`src/rtl/div_pkg.sv`:
```
// Shared types and constants for the sequential signed-by-unsigned divider.
//   div_state_t   : controller states
//   DIV_DW/DIV_VW : default dividend and divisor widths
//   DIV_CW        : step-counter width for the default dividend width
package div_pkg;

    localparam int unsigned DIV_DW = 8;
    localparam int unsigned DIV_VW = 4;
    localparam int unsigned DIV_CW = $clog2(DIV_DW + 1);

    typedef enum logic [1:0] {
        StIdle,
        StDivide,
        StFixsign,
        StDone
    } div_state_t;

    // The counter must be able to hold the value DW itself.
    function automatic int unsigned div_cnt_width(input int unsigned dw);
        return $clog2(dw + 1);
    endfunction

endpackage

```
`src/rtl/div_step.sv`:
```
// One restoring-division step (combinational).
//   part_rem : current partial remainder (VW+1 bits, always < divisor)
//   in_bit   : next dividend bit, MSB first
//   divisor  : unsigned divisor
//   next_rem : partial remainder after the step
//   q_bit    : quotient bit produced by the step
module div_step #(
    parameter int unsigned VW = 4
) (
    input  logic [VW:0]   part_rem,
    input  logic          in_bit,
    input  logic [VW-1:0] divisor,
    output logic [VW:0]   next_rem,
    output logic          q_bit
);

    // One extra bit so a borrow shows up as a set MSB.
    logic [VW+1:0] trial;

    always_comb begin
        trial    = {part_rem, in_bit} - {2'b00, divisor};
        q_bit    = ~trial[VW+1];
        // part_rem < divisor, so the shifted value fits in VW+1 bits.
        next_rem = q_bit ? trial[VW:0] : {part_rem[VW-1:0], in_bit};
    end

endmodule

```
`src/rtl/seq_signed_divider.sv`:
```
// Multi-cycle restoring divider: signed DW-bit dividend by unsigned VW-bit
// divisor, truncating quotient, remainder takes the sign of the dividend.
// Requires VW < DW.
//   clk, rst_n            : clock, asynchronous active-low reset
//   in_valid / in_ready   : operand handshake (accepted only in IDLE)
//   dividend, divisor     : operands
//   out_valid / out_ready : result handshake (held in DONE until taken)
//   quotient, remainder   : result
//   div_by_zero           : divisor was zero (quotient = -1, remainder = dividend)
module seq_signed_divider
    import div_pkg::*;
#(
    parameter int unsigned DW = DIV_DW,
    parameter int unsigned VW = DIV_VW
) (
    input  logic          clk,
    input  logic          rst_n,
    input  logic          in_valid,
    output logic          in_ready,
    input  logic [DW-1:0] dividend,
    input  logic [VW-1:0] divisor,
    output logic          out_valid,
    input  logic          out_ready,
    output logic [DW-1:0] quotient,
    output logic [DW-1:0] remainder,
    output logic          div_by_zero
);

    localparam int unsigned CW = div_cnt_width(DW);

    div_state_t    state_q, state_d;
    // mag_q starts as |dividend| and is shifted left each step; quotient bits
    // enter at the LSB, so after DW steps it holds the quotient magnitude.
    logic [DW-1:0] mag_q, mag_d;
    logic [VW:0]   part_q, part_d;
    logic [VW-1:0] div_q, div_d;
    logic [CW-1:0] cnt_q, cnt_d;
    logic          neg_q, neg_d;
    logic [DW-1:0] quot_q, quot_d;
    logic [DW-1:0] rem_q, rem_d;
    logic          dbz_q, dbz_d;

    logic [VW:0]   step_rem;
    logic          step_bit;

    div_step #(
        .VW(VW)
    ) u_step (
        .part_rem(part_q),
        .in_bit  (mag_q[DW-1]),
        .divisor (div_q),
        .next_rem(step_rem),
        .q_bit   (step_bit)
    );

    always_comb begin
        state_d   = state_q;
        mag_d     = mag_q;
        part_d    = part_q;
        div_d     = div_q;
        cnt_d     = cnt_q;
        neg_d     = neg_q;
        quot_d    = quot_q;
        rem_d     = rem_q;
        dbz_d     = dbz_q;
        in_ready  = 1'b0;
        out_valid = 1'b0;

        case (state_q)
            StIdle: begin
                in_ready = 1'b1;
                if (in_valid) begin
                    neg_d = dividend[DW-1];
                    // -2^(DW-1) negates to itself, which read unsigned is correct.
                    mag_d = dividend[DW-1] ? -dividend : dividend;
                    div_d = divisor;
                    dbz_d = 1'b0;
                    if (divisor == '0) begin
                        dbz_d   = 1'b1;
                        quot_d  = '1;
                        rem_d   = dividend;
                        state_d = StDone;
                    end else begin
                        part_d  = '0;
                        cnt_d   = CW'(DW);
                        state_d = StDivide;
                    end
                end
            end
            StDivide: begin
                part_d = step_rem;
                mag_d  = {mag_q[DW-2:0], step_bit};
                cnt_d  = cnt_q - 1'b1;
                if (cnt_q == CW'(1)) begin
                    state_d = StFixsign;
                end
            end
            StFixsign: begin
                quot_d  = neg_q ? -mag_q : mag_q;
                rem_d   = neg_q ? -DW'(part_q) : DW'(part_q);
                state_d = StDone;
            end
            StDone: begin
                out_valid = 1'b1;
                if (out_ready) begin
                    state_d = StIdle;
                end
            end
            default: state_d = StIdle;
        endcase
    end

    always_ff @(posedge clk or negedge rst_n) begin
        if (!rst_n) begin
            state_q <= StIdle;
            mag_q   <= '0;
            part_q  <= '0;
            div_q   <= '0;
            cnt_q   <= '0;
            neg_q   <= 1'b0;
            quot_q  <= '0;
            rem_q   <= '0;
            dbz_q   <= 1'b0;
        end else begin
            state_q <= state_d;
            mag_q   <= mag_d;
            part_q  <= part_d;
            div_q   <= div_d;
            cnt_q   <= cnt_d;
            neg_q   <= neg_d;
            quot_q  <= quot_d;
            rem_q   <= rem_d;
            dbz_q   <= dbz_d;
        end
    end

    assign quotient    = quot_q;
    assign remainder   = rem_q;
    assign div_by_zero = dbz_q;

endmodule
```
`config.mk`:
```
export PLATFORM = sky130hd
export DESIGN_NAME = seq_signed_divider
export DESIGN_NICKNAME = d
export VERILOG_FILES = /design/src/rtl/div_pkg.sv /design/src/rtl/div_step.sv /design/src/rtl/seq_signed_divider.sv
export SDC_FILE = /design/constraint.sdc
export NUM_CORES = 1
export LEC_CHECK = 0
export CORE_ASPECT_RATIO = 0.75
export CORE_UTILIZATION = 56
export CTS_BUF_LIST = sky130_fd_sc_hd__clkbuf_4 sky130_fd_sc_hd__clkbuf_8
export DETAILED_ROUTE_END_ITERATION = 10
export HOLD_SLACK_MARGIN = 0.02
export PLACE_DENSITY = 0.86
export SETUP_SLACK_MARGIN = 0.02
export SLEW_MARGIN = 20
export SYNTH_ARGS = -nofsm -noshare
export SYNTH_HDL_FRONTEND = slang
export SYNTH_SLANG_ARGS = --single-unit
```
`constraint.sdc`:
```
create_clock -name clk -period 2.4 [get_ports clk]
set_input_delay 0.6 -clock clk [delete_from_list [all_inputs] [get_ports clk]]
set_output_delay 0.6 -clock clk [all_outputs]
set_load 0.03 [all_outputs]
```
After elaboration in Yosys (flattened, before gate mapping)
Index checks and enable logic that the tools add are counted.
Word-level totals
  register bits after elaboration: 41
  word-level logic and storage cells: 59
  input bits: 16
  output and inout port bits: 19
Operators by class
  multiplexer cells: 26
  equality and inequality tests: 9
  bitwise gates (word level): 1
  add/sub/neg operators: 5
  reductions and logical operators: 9
Operators with widths (number)
  $mux W8: 8
  $pmux W8 S2: 3
  $neg A8 Y8: 2
  $mux W5: 3
  $ne A2 B2 Y1 const B: 5
  $pmux W5 S2: 1
  $reduce_and A3 Y1: 3
  $mux W2: 4
  $mux W4: 2
  $neg A5 Y8: 1
  $pmux W2 S4: 1
  $pmux W4 S2: 1
  $sub A6 B4 Y6: 1
  $eq A2 B2 Y1 const B: 2
  $eq A4 B1 Y1 const B: 1
  $logic_not A4 Y1: 1
  $reduce_and A2 Y1: 2
  $reduce_bool A2 Y1: 2
  $sub A4 B1 Y4 const B: 1
  $mux W1: 3
  $eq A2 B1 Y1 const B: 1
  $logic_not A2 Y1: 1
  $not A1 Y1: 1

Longest topological paths before layout
Gate-level depths: netlist of run 1.
  word-level depth: 4
  depth in mapped cells: 9

Modules after synthesis
A second synthesis of run 1 with hierarchy kept.
Second synthesis, totals
  cell total of the unflattened synthesis: 269
  area, all modules: 2511.2 um^2
Modules (own cells, without submodules)
  seq_signed_divider: area an instance 2242.2 um^2, cells an instance 231, times used 1
  div_step: area an instance 269.0 um^2, cells an instance 38, times used 1

Worst setup path after synthesis of run 1
No wires, ideal clock.
  kind: reg-to-reg
  from: register state_q[0]
  to: register cnt_q[2]
  clock period less this slack: 2037 ps
  setup time: 121 ps
  arrival: 1916 ps
  stages on the path, launching flop included: 8
  setup slack: 363 ps
  path through: dfrtp_1 inv_1 ha_1 mux2i_2 a21o_2 nor2_1 mux2_2 a22o_1
On the way
  longest elaborated chain between the ends: 3
  elaborated cells on any way between the ends: 7
  classes of those cells: eq/ne: 3; mux: 1; reduce/logical: 3
Ends and longest elaborated chain
  start, declared: line seq_signed_divider.sv:31  | div_state_t state_q, state_d;
  start signal, assigned: line seq_signed_divider.sv:115  | state_q <= StIdle;
  start signal, assigned: line seq_signed_divider.sv:125  | state_q <= state_d;
  $logic_not A2 Y1 or $eq A2 B1 Y1 (tied branches): line seq_signed_divider.sv:69  | case (state_q)
  $ne A2 B2 Y1 (no line) or $reduce_bool A2 Y1 (tied branches)
  $reduce_and A3 Y1 (no line)
  end signal, assigned: line seq_signed_divider.sv:129  | cnt_q <= cnt_d;
  end, declared: line seq_signed_divider.sv:37  | logic [CW-1:0] cnt_q, cnt_d;
Parallel ways exist; a longest one is shown, timed or not.
A chain may end at the register's enable or synchronous reset.

Worst setup path in the final report of run 1
  from: register state_q[0]
  to: output out_valid
On the way
  longest elaborated chain between the ends: 2
Ends and longest elaborated chain
  $eq A2 B2 Y1: line seq_signed_divider.sv:69
  $mux W1: line seq_signed_divider.sv:69
  end, declared: line seq_signed_divider.sv:22  | output logic out_valid,
Every way passes these cells.

==> results.md, run 1 <==
- The flow ran to the end, and the final reports show no timing, DRC or antenna violations.
- The number of gates resized after cts is 0.
- The slowest cell on the critical path is clkdlybuf4s50_1.
- The per-cell via count in the routed design is a little under 6.
- The share of cell area taken by muxes after synthesis is under 10%.
- The average instance in the mapped netlist occupies 9.28 µm².
- The count of flip-flops with a built-in enable after synthesis is 0.
- For the worst flop-to-flop path, the logic depth is 8.
- The overall die area is 0.00485 mm².
- Hold repair after CTS inserted 0 buffers.
- For this run, the detailed router's first-pass iteration total came to 4.
- The worst-case IR drop observed on VDD is approximately 0.74 mV.
- During placement, the flow inserted port buffers numbering 34.
- The total count of max-transition violations in the final report came to 0.
- In the final routed layout, each cell accounts on average for around 16 µm.
- The final critical path takes up just over 90% of the cycle.
- 35 I/O pins were placed.
- Of the total synthesized cell area, the portion taken by AND, OR, NAND and NOR gates is approximately 16%.
- The initial antenna violation count is 0.
- Global routing used between 40% and 50% of the available met2 tracks.
- No sink is reached through more buffers than the 2 on the longest clock path.
- The max capacitance violation total is 0.
- The number of inserted diodes is 0.
- The worst setup path is of the flip-flop to output pin kind.
- Setup repair after global routing left no endpoint under its margin.
- For this configuration, the core starts out at a cell density of around three fifths.
- The most used flip-flop cell after synthesis is dfrtp_1.
- The total routing usage reported by global routing is approximately 28%.
- The number of cells on the critical path is 2.
- The xor/xnor share of the synthesized area is under 10%.
- At the pin with the least slew margin, the transition time is around 670 ps.
- The worst setup path is launched from a flip-flop.
- The adder-cell area share of the yosys netlist is 7.14%.
- The relative area change from synthesis to final layout is 21.7%.
- The layer with the highest usage after global routing is met2.
- At the later pin of the worst-skew pair, clock insertion delay measures between 300 and 400 ps.
- Combinational cells account for 59.3% of the total power.
- The cell-internal power is 0.00254 W.
- The footprint of the flip-flops and latches is approximately 0.0010 mm².
- TritonCTS built the clock tree.
- STA puts the critical path data required time at roughly 1800 ps.
- The worst hold-check path type is input port to async pin.
- The analysis attributes to cell leakage a power of 1.35 nW.
- The pre-CTS worst setup slack is roughly 4.3 ps.
- The number of vias in the routed layout is ~2.2k.
- In this run the clock root is driven by a clkbuf_8.
- The sum of negative setup slack is 0 ps.
- The final layout contains routed wiring with a total length of a little under 6000 µm.
- The synthesized netlist contains 51 unique library cells.
- Routability-driven placement finished with a final weighted congestion of approximately 0.86.
- The synthesized cell area is 0.00256 mm².
- Summing all multi-input logic gate instances after layout gives between 0.001 and 0.0015 mm².
- The number of remaining DRC errors is 0.
- After routing the design area is around 0.0031 mm².
- The switching power as a share of total power is a little under half.
- The maximum level of the CTS H-tree is 2.
- The minimum period implied by the final worst setup slack is roughly 2200 ps.
- The fraction of registers with async set or reset after synthesis is 100%.
- The core occupancy in the finished layout is about 74%.
- The cell count after synthesis came out at around 280.
- The highest clock frequency the design can meet is about 0.45 GHz.
- The HPWL after detailed placement is between 4000 and 5000 µm.
- For this run, the number of Yosys warnings is 0.
- The synthesized net count is approximately 310.
- In this run the power density over the cells is between 1500 and 2000 mW/mm².
- Between clock sinks in the finished design, the worst skew comes to around 10 ps.
- The synthesized-area fraction occupied by ao, oa, aoi and oai cells is 18.7%.
- Counting both buffers and inverters, the worst setup path holds a total of 1.
- The setup violation total in the final timing report is 0.
- In this run the tightest slew margin relative to its limit is a little under three fifths.
- In this run the cell area measured after placement is 0.00300 mm².
- The maximum net fanout on the critical path is 4.
- The number of global-route vias before repair was slightly above 2k.
- The post-CTS repair timing setup buffer count is 0.
- The delay of the slowest critical-path stage is about 660 ps.
- The final net count is about 350.
- The row count is 20.
- The routing usage on met1 is about 40%.
- The arrival time at the worst endpoint is 1620 ps.
- Walking the worst path, the cells encountered are ha_1, clkdlybuf4s50_1.
- For this run, global-route usage on met3 was measured as 5.11%.
- The horizontal die dimension is roughly 80 µm.
- Summed over all nets, the switching power comes to approximately 0.0022 W.
- The worst hold-check slack is approximately 250 ps.
- The filler cells instantiated in the layout total ~320.
- The sequential cell area fraction in the yosys report is 40.1%.
- Among cell families on the critical path, the largest total delay comes from buffers and inverters.
- The final hold violation count came to 0.
- The share of final-layout standard cells stronger than drive strength 1 is around an eighth.
- The capturing element type of the critical path is an output pin.
- The clock network burns about an eighth of the power.
- Setup slack on the critical path of the routed design comes to between 150 and 200 ps.
- The clock sink total is 41.
- The core region is about 0.0042 mm².
- After synthesis, the largest family of logic cells by area is compound AO/OA/AOI/OAI gates.
- Synthesis inferred slightly above 40 register bits.
- Clock-pin slew was measured on the worst setup and hold paths at 90 ps.
- The first global-routing pass estimated approximately 9900 µm of wire.
- The total overflow left after global routing is 0.
- The initial DRC count is roughly 230.
- The total clock buffers created by CTS is 5.
- The fraction of power consumed by sequential logic is about 28%.
- The remaining number of nets flagged by the antenna check after routing is 0.
- The height of the chip is approximately 61 µm.
- Entering global routing, the biggest net connects 42 pins.
## routing by layer
| layer | vias to the layer above | part of all wire [%] |
|---|---|---|
| met5 | - | 0 |
| met4 | 0 | 1.9 |
| met3 | 12 | 8.9 |
| met2 | 94 | 44 |
| met1 | 1013 | 46 |
| li1 | 1053 | - |
## metrics by stage
stage	power, W	std cells
floorplan	0.00332	276
global placement	0.00399	363
detailed placement	0.00408	363
CTS	0.00469	371
global route	0.00506	371
finish	0.00469	371
## power by group through the flow
stage                     sequential [W]  combinational [W]  clock, W
after floorplan                  0.00145            0.00187         0
after global placement           0.00132            0.00267         0
after detailed placement         0.00134            0.00275         0
after CTS                        0.00133            0.00278  0.000587
after global routing             0.00137            0.00307  0.000611
final                            0.00133            0.00278  0.000580
## synth_stat cells (8+ instances only)
master,instances,area [µm²]
clkbuf_1,8,30.0
xor2_1,9,78.8
a31oi_1,9,56.3
inv_1,18,67.6
nand3_1,8,40.0
nor2_1,21,78.8
dfrtp_1,41,1030
nand2_1,27,101
a21oi_1,15,75.1
o21ai_0,21,105
ha_1,13,163
## cell usage in the layout, fill, tap and decap left out, types with 9 or more instances in the layout
| cell | count |
|---|---|
| a31oi_1 | 9 |
| dfrtp_1 | 41 |
| a21oi_1 | 15 |
| nor2_1 | 21 |
| clkdlybuf4s50_1 | 32 |
| inv_1 | 18 |
| o21ai_0 | 21 |
| xor2_1 | 9 |
| ha_1 | 13 |
| buf_4 | 13 |
| nand2_1 | 27 |
## registers in the layout, indices dropped and copies added, names as in the netlist
register and count:
cnt_q 4, div_by_zero 1, div_q 4, mag_q 8, neg_q 1, part_q 5, quotient 8, remainder 8
state_q 2
## path summary, 6_finish.rpt
kind | start | endpoint | slack, ps
max in group asynchronous | rst_n | mag_q[7] | 1950
worst min-delay path | rst_n | remainder[1] | 250
worst max register to register | state_q[0] | part_q[2] | 320
worst max-delay path | state_q[0] | out_valid | 180
worst min register to register | remainder[2] | remainder[2] | 490
min in group clk | remainder[2] | remainder[2] | 490
## worst reg2reg max path, delay by kind of cell (launching register included)
family | cells | cell delay [ps]
AOI/OAI and AO/OA | 3 | 690
adders and majority gates | 1 | 220
buffers and inverters | 2 | 290
DFF | 1 | 450
muxes | 1 | 170
and+or+nand+nor | 1 | 200
## cells by family after synthesis
family | after synthesis
buffers and inverters | 34
AOI/OAI and AO/OA | 74
DFF | 41
xor gates and xnor gates | 16
adders and majority gates | 14
and+or+nand+nor | 82
muxes | 15
## layout make-up
type	count	area share, %
Clock inverter	3	1.49
Multi-Input combinational cell	201	44.4
Clock buffer	5	2.21
Sequential cell	41	32.9
Timing Repair Buffer	48	14.6
Inverter	18	2.17
Tap cell	55	2.21
Power figures use the tool's default switching activity.
==> inputs of run 2 (changes only) <==
--- a/config.mk
+++ b/config.mk
@@ -9,8 +9,9 @@
 export CORE_UTILIZATION = 56
 export CTS_BUF_LIST = sky130_fd_sc_hd__clkbuf_4 sky130_fd_sc_hd__clkbuf_8
 export DETAILED_ROUTE_END_ITERATION = 10
+export DONT_BUFFER_PORTS = 1
 export HOLD_SLACK_MARGIN = 0.02
-export PLACE_DENSITY = 0.86
+export PLACE_DENSITY = 0.76
 export SETUP_SLACK_MARGIN = 0.02
 export SLEW_MARGIN = 20
 export SYNTH_ARGS = -nofsm -noshare
==> results.md, run 2 (synthesized netlist as in run 1, its figures left out) <==
- The footprint of the flip-flops and latches was 0.00103 mm² (unchanged).
- The worst hold-check path type is input port to async pin (unchanged).
- The minimum period implied by the final worst setup slack is 1960 ps (was 2220 ps).
- The slew at the pin with the worst max-slew slack is 665 ps (was 666 ps).
- The total wire length is 5550 µm (was 5820 µm).
- The multi-input gate area in the final layout is 0.00138 mm² (unchanged).
- The final cell count without fillers is 330 (was 371).
- The fraction of power consumed by sequential logic is 36.2% (was 28.3%).
- The data required time at the worst endpoint was 2590 ps (was 1800 ps).
- The maximum net fanout on the critical path is 7 (was 4).
- The initial core utilization is 60.9% (unchanged).
- The end of the worst register-to-register path was mag_q[0] (was part_q[2]).
- The setup violation total in the final timing report is 0 (unchanged).
- The worst flop-to-flop path startpoint is part_q[2] (was state_q[0]).
- The most repeated library cell on the critical path is a21oi_1.
- The setup clock skew after layout is 6.56 ps (was 10.4 ps).
- The final hold violation count is 0 (unchanged).
- The relative area change from synthesis to final layout was 6.40% (was 21.7%).
- The share of final-layout standard cells stronger than drive strength 1 is 10.9% (was 12.0%).
- The arrival time at the worst endpoint is 2140 ps (was 1620 ps).
- The number of primary I/O pins was 35 (unchanged).
- The slowest cell on the critical path is or4_4 (was clkdlybuf4s50_1).
- The highest clock frequency the design can meet is 0.511 GHz (was 0.451 GHz).
- The cell-internal power was 0.00227 W (was 0.00254 W).
- The routing usage on met1 is 38.1% (was 38.9%).
- The remaining max-slew budget at the tightest pin came to 55.7% (was 55.6%).
- The initial antenna violation count is 0 (unchanged).
- The fraction of met3 tracks used by global routing is 6.17% (was 5.11%).
- The CTS clock-pin slew for the worst setup and hold paths was 90 ps (about the same).
- The remaining number of nets flagged by the antenna check after routing was 0 (unchanged).
- RSZ-0062 raised after global routing: false (unchanged).
- The max capacitance violation total is 0 (unchanged).
- The number of inserted diodes is 0 (unchanged).
- The total clock buffers created by CTS is 5 (unchanged).
- The largest net degree at the start of global routing is 42 (unchanged).
- The met2 track demand over resource in global routing is 35.8% (was 43.0%).
- Status: completed (unchanged).
- The count of fill cells added during filler insertion is 344 (was 324).
- The area of the core was 0.00420 mm² (unchanged).
- The worst voltage drop across the vdd grid is 0.852 mV (was 0.743 mV).
- Cells traversed along the worst timing path: ha_1, o21ai_1, a21oi_1, or4_4, a311oi_1, a21oi_1 (was ha_1, clkdlybuf4s50_1).
- The sum of negative setup slack was 0 ps (unchanged).
- Most frequent cells in the layout: dfrtp_1 (41), nand2_1 (27), o21ai_0 (21), nor2_1 (21), inv_1 (18) (was dfrtp_1 (41), clkdlybuf4s50_1 (32), nand2_1 (27), o21ai_0 (21), nor2_1 (21)).
- The delay of the slowest critical-path stage was 470 ps (was 660 ps).
- The share of power burned in the clock network is 13.2% (was 12.4%).
- The number of global-route vias before repair is 1,809 (was 2,042).
- The final net count is 304 (was 345).
- The share of the cycle needed by the critical path after routing was 81.5% (was 92.3%).
- The classification of the worst setup path was flip-flop to flip-flop (was flip-flop to output pin).
- The overall die area is 0.00485 mm² (unchanged).
- The average wire per cell in the routed design is 16.8 µm (was 15.7 µm).
- The number of remaining DRC errors is 0 (unchanged).
- The cell count after placement is 321 (was 363).
- The post-CTS repair timing setup buffer count is 0 (unchanged).
- The total power divided by cell area is 1600 mW/mm² (was 1510 mW/mm²).
- The switching power as a share of total power is 48.1% (was 45.9%).
- The CTS tree is yes (unchanged).
- The final worst slack is 444 ps (was 184 ps).
- The overflow left after global routing is 0 (unchanged).
- The root buffer cell is clkbuf_8 (unchanged).
- The HPWL after detailed placement was 4090 µm (was 4320 µm).
- The pre-CTS worst setup slack is 469 ps (was 4.33 ps).
- The horizontal die dimension is 80.1 µm (unchanged).
- The number of vias in the routed layout is 1,982 (was 2,172).
- The global-route wire length before repair is 9000 µm (was 9920 µm).
- The height of the chip came to 60.6 µm (unchanged).
- The capturing element type of the critical path was a flip-flop (was output pin).
- The combinational group share of total power was 50.5% (was 59.3%).
- The total count of max-transition violations in the final report is 0 (unchanged).
- The leakage power is 1.17 nW (was 1.35 nW).
- The clock latency reported for the late side of the worst-skew pair came to 310 ps (about the same).
- The total routing usage reported by global routing is 25.4% (was 27.7%).
- The clock sink total is 41 (unchanged).
- The core occupancy in the finished layout is 64.8% (was 74.1%).
- The type of origin of the critical path is a flip-flop (unchanged).
- The initial DRC count is 181 (was 227).
- The layer with the highest usage after global routing is met1 (was met2).
- The first-pass iteration count of the detailed router was 4 (unchanged).
- The number of gates resized after cts came to 0 (unchanged).
- The row count was 20 (unchanged).
- The maximum level of the CTS H-tree is 2 (unchanged).
- The worst-case reg-to-reg path depth is 6 (was 8).
- The final weighted congestion in routability-driven placement was 0.900 (was 0.860).
- The worst setup slack for register-to-register paths is 440 ps (was 320 ps).
- The per-cell via count in the routed design is 6.01 (was 5.85).
- The count of input and output buffers is 0 (was 34).
- The leading cell type in the layout, fill and taps excluded is dfrtp_1 (unchanged).
- The switching power of the nets is 0.00210 W (was 0.00215 W).
- The deepest clock path buffer count came to 2 (unchanged).
==> run 2: cell count changes in the layout (fill, tap and decap cells not counted) <==
cell             previous run  this run
clkdlybuf4s50_1            32         0
buf_4                      13         6
buf_2                       1         0
dlymetal6s2s_1              1         0
==> run 2: metrics by stage <==
stage	total power [W]	hold slack [ps]	instance area, µm²
after floorplan	0.00332	304	2560
after global placement	0.00370	306	2590
after detailed placement	0.00375	306	2590
after CTS	0.00436	134	2720
after global routing	0.00471	138	2720
final	0.00437	129	2720
==> run 2: cell type report <==
cell class                      instances  share of cell area (%)
Timing Repair Buffer                    7                    2.39
Multi-Input combinational cell        201                    50.7
Clock inverter                          3                    1.70
Sequential cell                        41                    37.7
Inverter                               18                    2.48
Clock buffer                            5                    2.53
Tap cell                               55                    2.53
==> run 2: critical path, delay by kind of cell, from the launching register on <==
| family | cells | cell delay, ps |
|---|---|---|
| compound gates | 4 | 510 |
| simple gates | 1 | 470 |
| flops | 1 | 460 |
| fa+ha+maj | 1 | 390 |
==> run 2: metal layers <==
layer  part of all wire, %  routed length (µm)
met2                    41                2280
met3                   7.7                 428
met5                     0                   0
met4                   1.1                  60
met1                    50                2780
==> run 2: timing repair <==
item / 4_1_cts / 5_1_grt
hold endpoints to repair: 41 / 0
endpoints found under the setup margin: 0 / 0
hold buffers: 1 / 0
==> run 2: worst max path at each step <==
stage,from,end,cells after the start
6_report,part_q[2],mag_q[0],6
5_1_grt,part_q[2],mag_q[0],6
4_1_cts,part_q[2],mag_q[0],6
3_5_place_dp,part_q[2],mag_q[0],6
3_3_place_gp,part_q[2],part_q[0],6
2_1_floorplan,state_q[0],cnt_q[2],7
==> run 2: power groups by stage <==
stage               Sequential (W)  Clock [W]  Combinational, W
floorplan                  0.00145          0           0.00187
detailed placement         0.00159          0           0.00216
CTS                        0.00158   0.000588           0.00219
global placement           0.00158          0           0.00212
finish                     0.00158   0.000577           0.00221
global route               0.00164   0.000617           0.00245
